## src/rtl/dualportram_arbiter.sv

```systemverilog
// Two-client front end for one simple dual-port RAM. The read port and the write
// port each have their own round-robin arbiter, and reads return on a 2-cycle pipeline.
module dualportram_arbiter #(
    parameter int WIDTH = 32,
    parameter int DEPTH = 10,
    parameter int WORDS = 1024
) (
    input  logic             clk,
    input  logic             reset,
    output logic [31:0]      length,

    input  logic             a_rd_req,
    input  logic [31:0]      a_raddr,
    output logic             a_rd_gnt,
    output logic [WIDTH-1:0] a_rdata,
    output logic             a_rvalid,
    input  logic             a_wr_req,
    input  logic [31:0]      a_waddr,
    input  logic [WIDTH-1:0] a_wdata,
    output logic             a_wr_gnt,

    input  logic             b_rd_req,
    input  logic [31:0]      b_raddr,
    output logic             b_rd_gnt,
    output logic [WIDTH-1:0] b_rdata,
    output logic             b_rvalid,
    input  logic             b_wr_req,
    input  logic [31:0]      b_waddr,
    input  logic [WIDTH-1:0] b_wdata,
    output logic             b_wr_gnt,

    output logic [31:0]      ram_raddress,
    output logic [31:0]      ram_waddress,
    output logic [WIDTH-1:0] ram_din,
    output logic             ram_we,
    input  logic [WIDTH-1:0] ram_dout
);

    typedef enum logic {CL_A = 1'b0, CL_B = 1'b1} client_t;

    client_t          r_rd_last;
    client_t          r_wr_last;
    logic             w_a_rd_gnt;
    logic             w_b_rd_gnt;
    logic             w_a_wr_gnt;
    logic             w_b_wr_gnt;
    logic             r_vld_p1;
    logic             r_vld_p2;
    client_t          r_own_p1;
    client_t          r_own_p2;
    logic [31:0]      r_raddr;
    logic [31:0]      r_waddr;
    logic [WIDTH-1:0] r_din;
    logic             r_we;

    // Never advertise more words than the address width can actually reach.
    assign length = (WORDS <= (1 << DEPTH)) ? 32'(WORDS) : 32'(1 << DEPTH);

    always_comb begin
        w_a_rd_gnt = 1'b0;
        w_b_rd_gnt = 1'b0;
        w_a_wr_gnt = 1'b0;
        w_b_wr_gnt = 1'b0;
        if (!reset) begin
            w_a_rd_gnt = a_rd_req && (!b_rd_req || r_rd_last == CL_B);
            w_b_rd_gnt = b_rd_req && (!a_rd_req || r_rd_last == CL_A);
            w_a_wr_gnt = a_wr_req && (!b_wr_req || r_wr_last == CL_B);
            w_b_wr_gnt = b_wr_req && (!a_wr_req || r_wr_last == CL_A);
        end
    end

    always_ff @(posedge clk or posedge reset) begin
        if (reset) begin
            r_rd_last <= CL_B;
            r_wr_last <= CL_B;
            r_raddr   <= '0;
            r_waddr   <= '0;
            r_din     <= '0;
            r_we      <= 1'b0;
            r_vld_p1  <= 1'b0;
            r_vld_p2  <= 1'b0;
            r_own_p1  <= CL_A;
            r_own_p2  <= CL_A;
        end else begin
            // Stage p1: accepted read address launched to the RAM.
            if (w_a_rd_gnt || w_b_rd_gnt) begin
                r_rd_last <= w_b_rd_gnt ? CL_B : CL_A;
                r_raddr   <= w_b_rd_gnt ? b_raddr : a_raddr;
            end
            r_vld_p1 <= w_a_rd_gnt || w_b_rd_gnt;
            r_own_p1 <= w_b_rd_gnt ? CL_B : CL_A;
            // Stage p2: RAM has registered dout for the p1 read.
            r_vld_p2 <= r_vld_p1;
            r_own_p2 <= r_own_p1;

            r_we <= w_a_wr_gnt || w_b_wr_gnt;
            if (w_a_wr_gnt || w_b_wr_gnt) begin
                r_wr_last <= w_b_wr_gnt ? CL_B : CL_A;
                r_waddr   <= w_b_wr_gnt ? b_waddr : a_waddr;
                r_din     <= w_b_wr_gnt ? b_wdata : a_wdata;
            end
        end
    end

    assign a_rd_gnt     = w_a_rd_gnt;
    assign b_rd_gnt     = w_b_rd_gnt;
    assign a_wr_gnt     = w_a_wr_gnt;
    assign b_wr_gnt     = w_b_wr_gnt;
    assign a_rvalid     = r_vld_p2 && (r_own_p2 == CL_A);
    assign b_rvalid     = r_vld_p2 && (r_own_p2 == CL_B);
    assign a_rdata      = ram_dout;
    assign b_rdata      = ram_dout;
    assign ram_raddress = r_raddr;
    assign ram_waddress = r_waddr;
    assign ram_din      = r_din;
    assign ram_we       = r_we;

endmodule
```

## config.mk

```make
export PLATFORM = sky130hd
export DESIGN_NAME = dualportram_arbiter
export DESIGN_NICKNAME = d
export VERILOG_FILES = /design/src/rtl/dualportram_arbiter.sv
export SDC_FILE = /design/constraint.sdc
export NUM_CORES = 1
export LEC_CHECK = 0
export BUFFER_PORTS_ARGS = -buffer_cell sky130_fd_sc_hd__buf_2
export CAP_MARGIN = 40
export CORE_AREA = 2 2 168 170
export DETAILED_ROUTE_END_ITERATION = 6
export DIE_AREA = 0 0 170 172
export PLACE_DENSITY = 0.48
export SKIP_CTS_REPAIR_TIMING = 1
export SYNTH_ARGS = -nofsm -noshare
export SYNTH_HDL_FRONTEND = slang
export SYNTH_SLANG_ARGS = --single-unit
```

## constraint.sdc

```tcl
create_clock -name clk -period 3.8 [get_ports clk]
set_input_delay 0.19 -clock clk [delete_from_list [all_inputs] [get_ports clk]]
set_output_delay 0.19 -clock clk [all_outputs]
set_load 0.1 [all_outputs]
```

Yosys cells after proc, flatten, opt, wreduce, memory -nomap -nowiden
Cells that the tools add are included.

Bits in registers: 103. Bits in latches: 0. Memory bits (writable): 0. Memory bits (read-only): 0. Output and inout bits: 199. Logic and storage cells: 38. Memories: 0.

$add $sub $neg: 0. Multipliers: 0. Div/mod/pow operators: 0. Magnitude comparators: 0. Eq/ne operators: 0. Shift operators: 0. Mux-type cells: 9. Bitwise operators: 3. Reductions and logical operators: 16.

Operator list (number): $mux W32 (3); $logic_and A1 B1 Y1 (6); $logic_or A1 B1 Y1 (6); $mux W1 (6); $logic_not A1 Y1 (4); $not A1 Y1 (3).

Logic depth before layout (Yosys ltp)
Gate-level depths: netlist of the first run.

Word-level depth: 5. Gate-level depth with buffers: 5.

Worst setup path after synthesis of the first run
No wires, ideal clock.

Kind: reg2reg. Start: register r_rd_last. End: register r_own_p1. Arrival: 2.007 ns. Data required time: 3.534 ns. Setup slack: 1.527 ns. Stages on the path, launching flop included: 4. Buffers on the path: 1. Clock period less this slack: 2.273 ns. Path through: dfstp_2 and2_1 clkbuf_2 nor2_1.

Cells in the longest elaborated chain, start to end: 5.

Ends and longest elaborated chain: start: declaration (line 41) `client_t r_rd_last;`; start signal: assignment (line 87) `r_rd_last <= w_b_rd_gnt ? CL_B : CL_A;`; $not A1 Y1 (line 66) `w_b_rd_gnt = b_rd_req && (!a_rd_req || r_rd_last == CL_A);`; $logic_or A1 B1 Y1 (line 66); $logic_and A1 B1 Y1 (line 66); $mux W1 (line 64) `if (!reset) begin`; named net b_rd_gnt (line 24) `output logic b_rd_gnt,`; $mux W1 (line 91) `r_own_p1 <= w_b_rd_gnt ? CL_B : CL_A;`; end signal: assignment (line 91); end: declaration (line 49) `client_t r_own_p1;`.

The timed path passes the listed nets, and every way through them passes these cells. A chain may end at the register's enable or synchronous reset.

Worst setup path in the final report of the first run
Start: input reset. End: output b_rd_gnt.

Cells in the longest elaborated chain, start to end: 1.

Ends and longest elaborated chain: start: declaration (line 9) `input logic reset,`; $mux W1 (line 64); end: declaration (line 24).

Every way passes these cells.

==> results.sh, run 1 <==
export IMPL_min_period_ns=2.40
export IMPL_rsz0062_at_grt="no"
export IMPL_rows=61
export IMPL_ys_warn_count=0
export IMPL_mostFrequentLayoutCell="buf_2"
export IMPL_ys_flop_type="dfrtp_1"
export IMPL_slew_violations=0
export IMPL_fin_nets=1105
export IMPL_finClkSkew_ns=0.0140
export IMPL_diodes=0
export IMPL_critPathLaunchType="input port"
export IMPL_num_fill_cells=3053
export IMPL_core_um2=27500
export IMPL_vias_per_cell=4.50
export IMPL_mostFrequentLayoutCells="buf_2 (300), dfrtp_1 (101), nor2_1 (98), nand3_1 (96), a31oi_1 (96)"
export IMPL_crit_type="input port to primary output"
export IMPL_firstDrtPassIters=5
export IMPL_antenna_left=0
export IMPL_cts_tree="built"
export IMPL_cts_root_buffer="clkbuf_16"
export IMPL_cap_violations=0
export IMPL_leakagePower_nw=3.29
export IMPL_tightest_slew_ns=0.868
export IMPL_worstPathRequired_ns=3.61
export IMPL_setup_viol=0
export IMPL_yosys_area_top_type_share=0.444
export IMPL_post_dp_hpwl_um=16600
export IMPL_h_tree_depth=3
export IMPL_synth_area_leader_cell="dfrtp_1"
export IMPL_routed_wl_um=21600
export IMPL_drive_gt1_frac=0.389
export IMPL_drc_errors=0
export IMPL_clkSlewWorstSetupHoldPaths_ns=0.08
export IMPL_fin_util=0.266
export IMPL_avgSynthCellArea_um2=8.47
export IMPL_dieArea_um2=29200
export IMPL_seq_area_frac_synth=0.454
export IMPL_reg2reg_depth=4
export IMPL_synth_cell_types=19
export IMPL_power_density_nw_per_um2=601
export IMPL_antenna_found_initial=1
export IMPL_synth_seq_cells=103
export IMPL_worstHoldPathType="input port to flip-flop"
export IMPL_start_util=0.207
export IMPL_area_delta_synth_final_pct=28.6
export IMPL_grt_pass1_wl_um=31400
export IMPL_post_drt_wl_per_cell_um=17.6
export IMPL_die_w_um=170
export IMPL_hold_depth=3
export IMPL_finalCritPeriodShare=0.631
export IMPL_drt_iter0_drc=329
export IMPL_grt_max_degree=55
export IMPL_clock_latency_ns=0.35
export IMPL_status="complete, no violations"
export IMPL_max_slew_margin=0.422
export IMPL_syn_area_um2=5690
export IMPL_grt_pass1_vias=5136
export IMPL_track_usage=0.140
export IMPL_endpoint_kind="primary output"
export IMPL_gr_total_overflow=0
export IMPL_dr_total_vias=5518
export IMPL_die_y_um=172
export IMPL_async_flop_share=1.00
export IMPL_crit_arrival_ns=2.21
export IMPL_max_freq_mhz=417
export IMPL_cts_sinks=103
export IMPL_worstPathMaxFanout=22
export IMPL_peakVddDrop_mv=0.239
export IMPL_io_buffers=300
export IMPL_io_pins=429
export IMPL_cts_buffers=9
export IMPL_place_congestion=0.769
export IMPL_synth_edf_count=0
export IMPL_clockBufferDepth=2
export IMPL_setup_tns_ns=0
export IMPL_synthCells=671
export IMPL_hold_violations=0
export IMPL_synth_area_top_cells="dfrtp_1 (44%), buf_4 (14%), a31oi_1 (11%)"
[through the flow]
step	cell area (µm²)	setup WS (ns)	cells	total power, mW	hold WS (ns)
after floorplan	5800	0.909	701	3.27	0.331
after global placement	6810	1.71	1202	3.32	0.335
after detailed placement	6970	1.79	1209	3.35	0.291
after CTS	7300	1.57	1225	4.47	-0.0963
after global routing	7310	1.27	1226	4.60	0.0812
final	7310	1.40	1226	4.40	0.0990
[report_power, final]
part,internal [mW],leakage (nW),switching [mW]
Clock,0.647,0.157,0.437
Combinational,0.323,1.98,1.66
Sequential,1.25,1.16,0.0799
Total,2.22,3.29,2.18
[synth_stat cells (3+ instances only)]
| cell | number |
|---|---|
| and2_1 | 3 |
| nand2_1 | 4 |
| dfrtp_1 | 101 |
| buf_2 | 32 |
| nand3_1 | 96 |
| o21ai_1 | 18 |
| a31oi_1 | 96 |
| nor2_1 | 98 |
| nor2b_1 | 3 |
| clkbuf_1 | 12 |
| inv_1 | 3 |
| clkbuf_2 | 5 |
| buf_4 | 108 |
| o21ai_0 | 80 |
| nand2b_1 | 4 |
[worst paths after layout]
kind,endpoint,slack [ns],startpoint
setup / recovery,b_rd_gnt,1.40,reset
hold / removal,ram_raddress[28]$_DFFE_PP0P_,0.1,b_raddr[28]
setup reg to reg,ram_din[4]$_DFFE_PP0P_,1.79,r_wr_last$_DFFE_PP1P_
hold reg to reg,r_vld_p2$_DFF_PP0_,0.34,r_vld_p1$_DFF_PP0_
max in group asynchronous,ram_din[23]$_DFFE_PP0P_,2.35,reset
min in group asynchronous,ram_waddress[7]$_DFFE_PP0P_,0.48,reset
[logic make-up (layout without fill, tap and decap cells)]
group | count (synthesis) | after routing | share of synthesized area
and+or+nand+nor | 208 | 208 | 0.163
other | 2 | 32 | 0.00132
buffers and inverters | 160 | 339 | 0.185
AOI/OAI and AO/OA | 198 | 198 | 0.197
DFF | 103 | 103 | 0.454
[per-layer routing]
metal,track usage,vias to the layer above,wire (µm)
met2,0.246,301,10600
li1,-,2634,-
met4,0.0282,0,213
met5,0,-,0
met1,0.173,2568,8930
met3,0.0362,15,1810
[registers in the layout, indices dropped and copies added, names as in the netlist]
register / count
ram_we: 1
r_wr_last: 1
ram_raddress: 32
r_own_p1: 1
r_own_p2: 1
ram_waddress: 32
r_vld_p1: 1
ram_din: 32
r_rd_last: 1
r_vld_p2: 1
[critical path, stage by stage]
cell and delay [ns]:
dlygate4sd3_1 0.55, buf_2 0.21, nand2b_1 0.34, buf_16 0.25, nor2_1 0.19, buf_2 0.47
[final cells by class]
cell class / instances / area (µm²) / area share
Tap cell: 346 / 433 / 0.0592
Clock buffer: 12 / 236 / 0.0323
Inverter: 3 / 13.8 / 0.00188
Multi-Input combinational cell: 438 / 2190 / 0.299
Clock inverter: 4 / 97.6 / 0.0133
Timing Repair Buffer: 320 / 1760 / 0.241
Sequential cell: 103 / 2580 / 0.353
(Power assumes the default switching activity.)
==> run 2: changes to the inputs <==
==> constraint.sdc (replaced) <==
create_clock -name clk -period 2.5 [get_ports clk]
set_input_delay 0.125 -clock clk [delete_from_list [all_inputs] [get_ports clk]]
set_output_delay 0.125 -clock clk [all_outputs]
set_load 0.1 [all_outputs]
==> run 2 against run 1 <==
Against the previous run:
- the run now ends with negative hold slack left
- core utilization decreased by 0.35 points
- flip-flop and latch count unchanged
- clock skew down 0.0018 ns
- hold slack worse by 0.12 ns
- via count grew 0.58%
- sequential share of layout area rose by 0.46 points
- final area decreased by 1.3%
- combinational power rose by 52%
- non-clock buffer count is the same
- register-to-register slack got worse by 1.0 ns
==> results.sh, run 2 (synthesized netlist as in run 1, its figures left out) <==
export IMPL_status="complete, but fails checks"
export IMPL_violations="negative hold slack"
export IMPL_grt_util_met3=0.0364
export IMPL_core_um2=27500
export IMPL_cts_tree="built"
export IMPL_seq_area_um2=2580
export IMPL_min_period_ns=2.07
export IMPL_post_drt_wl_per_cell_um=17.5
export IMPL_vias_per_cell=4.53
export IMPL_drt_iter0_drc=273
export IMPL_max_slew_margin=0.586
export IMPL_io_pins=429
export IMPL_r2r_start="r_wr_last$_DFFE_PP1P_"
export IMPL_cp_top_family="buffers and inverters"
export IMPL_finalCritPeriodShare=0.829
export IMPL_worstHoldPathType="input port to asynchronous set/reset pin"
export IMPL_routed_wl_um=21500
export IMPL_cts_root_buffer="clkbuf_16"
export IMPL_clock_latency_ns=0.35
export IMPL_reg2reg_to="ram_din[18]$_DFFE_PP0P_"
export IMPL_num_fill_cells=3091
export IMPL_power_density_nw_per_um2=891
export IMPL_die_w_um=170
export IMPL_post_dp_hpwl_um=16100
export IMPL_hold_violations=10
export IMPL_firstDrtPassIters=4
export IMPL_grt_pass1_wl_um=31100
export IMPL_track_usage=0.140
export IMPL_clkSlewWorstSetupHoldPaths_ns=0.08
export IMPL_top_usage_layer="met2"
export IMPL_slew_violations=0
export IMPL_setup_viol=0
export IMPL_reg2reg_depth=5
export IMPL_crit_arrival_ns=1.95
export IMPL_cp_slowest_stage_delay_ns=0.57
export IMPL_mostFrequentLayoutCells="buf_2 (300), dfrtp_1 (101), nor2_1 (98), nand3_1 (96), a31oi_1 (96)"
export IMPL_drc_errors=0
export IMPL_rows=61
export IMPL_place_congestion=0.782
export IMPL_io_buffers=300
export IMPL_critPathLaunchType="flip-flop"
export IMPL_setup_tns_ns=0
export IMPL_tightest_slew_ns=0.621
export IMPL_max_freq_mhz=483
export IMPL_antenna_found_initial=0
export IMPL_area_delta_synth_final_pct=26.9
export IMPL_cap_violations=0
export IMPL_grt_max_degree=96
export IMPL_worstPathRequired_ns=2.38
export IMPL_path_cells="and2_2, buf_4, nor2_1, buf_2"
export IMPL_worstPathMaxFanout=19
export IMPL_cp_slowest_cell="dfstp_2"
export IMPL_antenna_left=0
export IMPL_gr_total_overflow=0
export IMPL_peakVddDrop_mv=0.273
export IMPL_mostFrequentLayoutCell="buf_2"
export IMPL_critPathBufInv=2
export IMPL_crit_type="flip-flop to primary output"
export IMPL_endpoint_kind="primary output"
export IMPL_die_y_um=172
export IMPL_finClkSkew_ns=0.0123
export IMPL_clockBufferDepth=2
export IMPL_holdWs_ns=-0.0162
export IMPL_cts_buffers=9
export IMPL_h_tree_depth=3
export IMPL_rsz0062_at_grt="no"
export IMPL_drive_gt1_frac=0.391
export IMPL_met1_usage=0.168
export IMPL_dr_total_vias=5550
export IMPL_multi_input_area_um2=2190
export IMPL_dieArea_um2=29200
export IMPL_cts_sinks=103
export IMPL_grt_pass1_vias=5194
export IMPL_leakagePower_nw=3.25
export IMPL_fin_nets=1105
export IMPL_grt_use_met2=0.246
export IMPL_start_util=0.207
export IMPL_ff2ff_setup_slack_ns=0.77
export IMPL_diodes=0
run 2: cell count changes in the layout (fill, tap and decap cells not counted):
| cell | before | now |
|---|---|---|
| buf_12 | 1 | 6 |
| buf_16 | 4 | 0 |
| bufinv_16 | 3 | 0 |
| inv_6 | 0 | 3 |
| buf_4 | 12 | 14 |
| buf_8 | 2 | 0 |
| clkbuf_1 | 3 | 2 |
| clkinv_2 | 0 | 1 |
| clkinv_4 | 0 | 1 |
| dlygate4sd3_1 | 1 | 0 |
| inv_4 | 1 | 0 |
run 2: metrics by stage:
step | std cells | power (mW) | setup WS [ns] | utilization | area, µm²
4_1_cts | 1226 | 6.54 | 0.418 | 0.263 | 7220
3_5_place_dp | 1210 | 5.09 | 0.689 | 0.253 | 6940
3_3_place_gp | 1209 | 5.08 | 0.719 | 0.252 | 6920
6_report | 1226 | 6.43 | 0.429 | 0.263 | 7220
2_1_floorplan | 701 | 4.96 | 0.227 | - | 5800
5_1_grt | 1226 | 6.74 | 0.345 | 0.263 | 7220
run 2: final cells by class:
type / count / share of cell area
Sequential cell: 103 / 0.357
Multi-Input combinational cell: 438 / 0.303
Tap cell: 346 / 0.0600
Timing Repair Buffer: 320 / 0.239
Inverter: 3 / 0.00208
Clock inverter: 5 / 0.00555
Clock buffer: 11 / 0.0322
run 2: worst max path at each step:
| stage | slack, ns | cells past startpoint | end | from |
|---|---|---|---|---|
| 2_1_floorplan | 0.23 | 3 | r_own_p1$_DFF_PP0_ | r_rd_last$_DFFE_PP1P_ |
| 3_3_place_gp | 0.72 | 5 | ram_din[9]$_DFFE_PP0P_ | reset |
| 3_5_place_dp | 0.69 | 5 | ram_waddress[24]$_DFFE_PP0P_ | reset |
| 4_1_cts | 0.42 | 4 | b_wr_gnt | r_wr_last$_DFFE_PP1P_ |
| 5_1_grt | 0.34 | 4 | b_wr_gnt | r_wr_last$_DFFE_PP1P_ |
| 6_report | 0.43 | 4 | b_wr_gnt | r_wr_last$_DFFE_PP1P_ |
run 2: worst reg2reg max path, delay by kind of cell, from the launching register on:
kind / cells / cell delay, ns
flip-flops: 1 / 0.57
buffers and inverters: 2 / 0.50
AND/OR/NAND/NOR: 1 / 0.32
AO/OA/AOI/OAI: 2 / 0.28
run 2: per-layer routing:
layer	routed length (µm)	part of all wire
met3	1780	0.083
met1	8560	0.40
met4	351	0.016
met2	10800	0.50
met5	0	0
run 2: power breakdown:
| part | switching (mW) | internal (mW) |
|---|---|---|
| registers | 0.124 | 1.90 |
| logic | 2.52 | 0.491 |
| clock network | 0.707 | 0.691 |
| total | 3.35 | 3.08 |
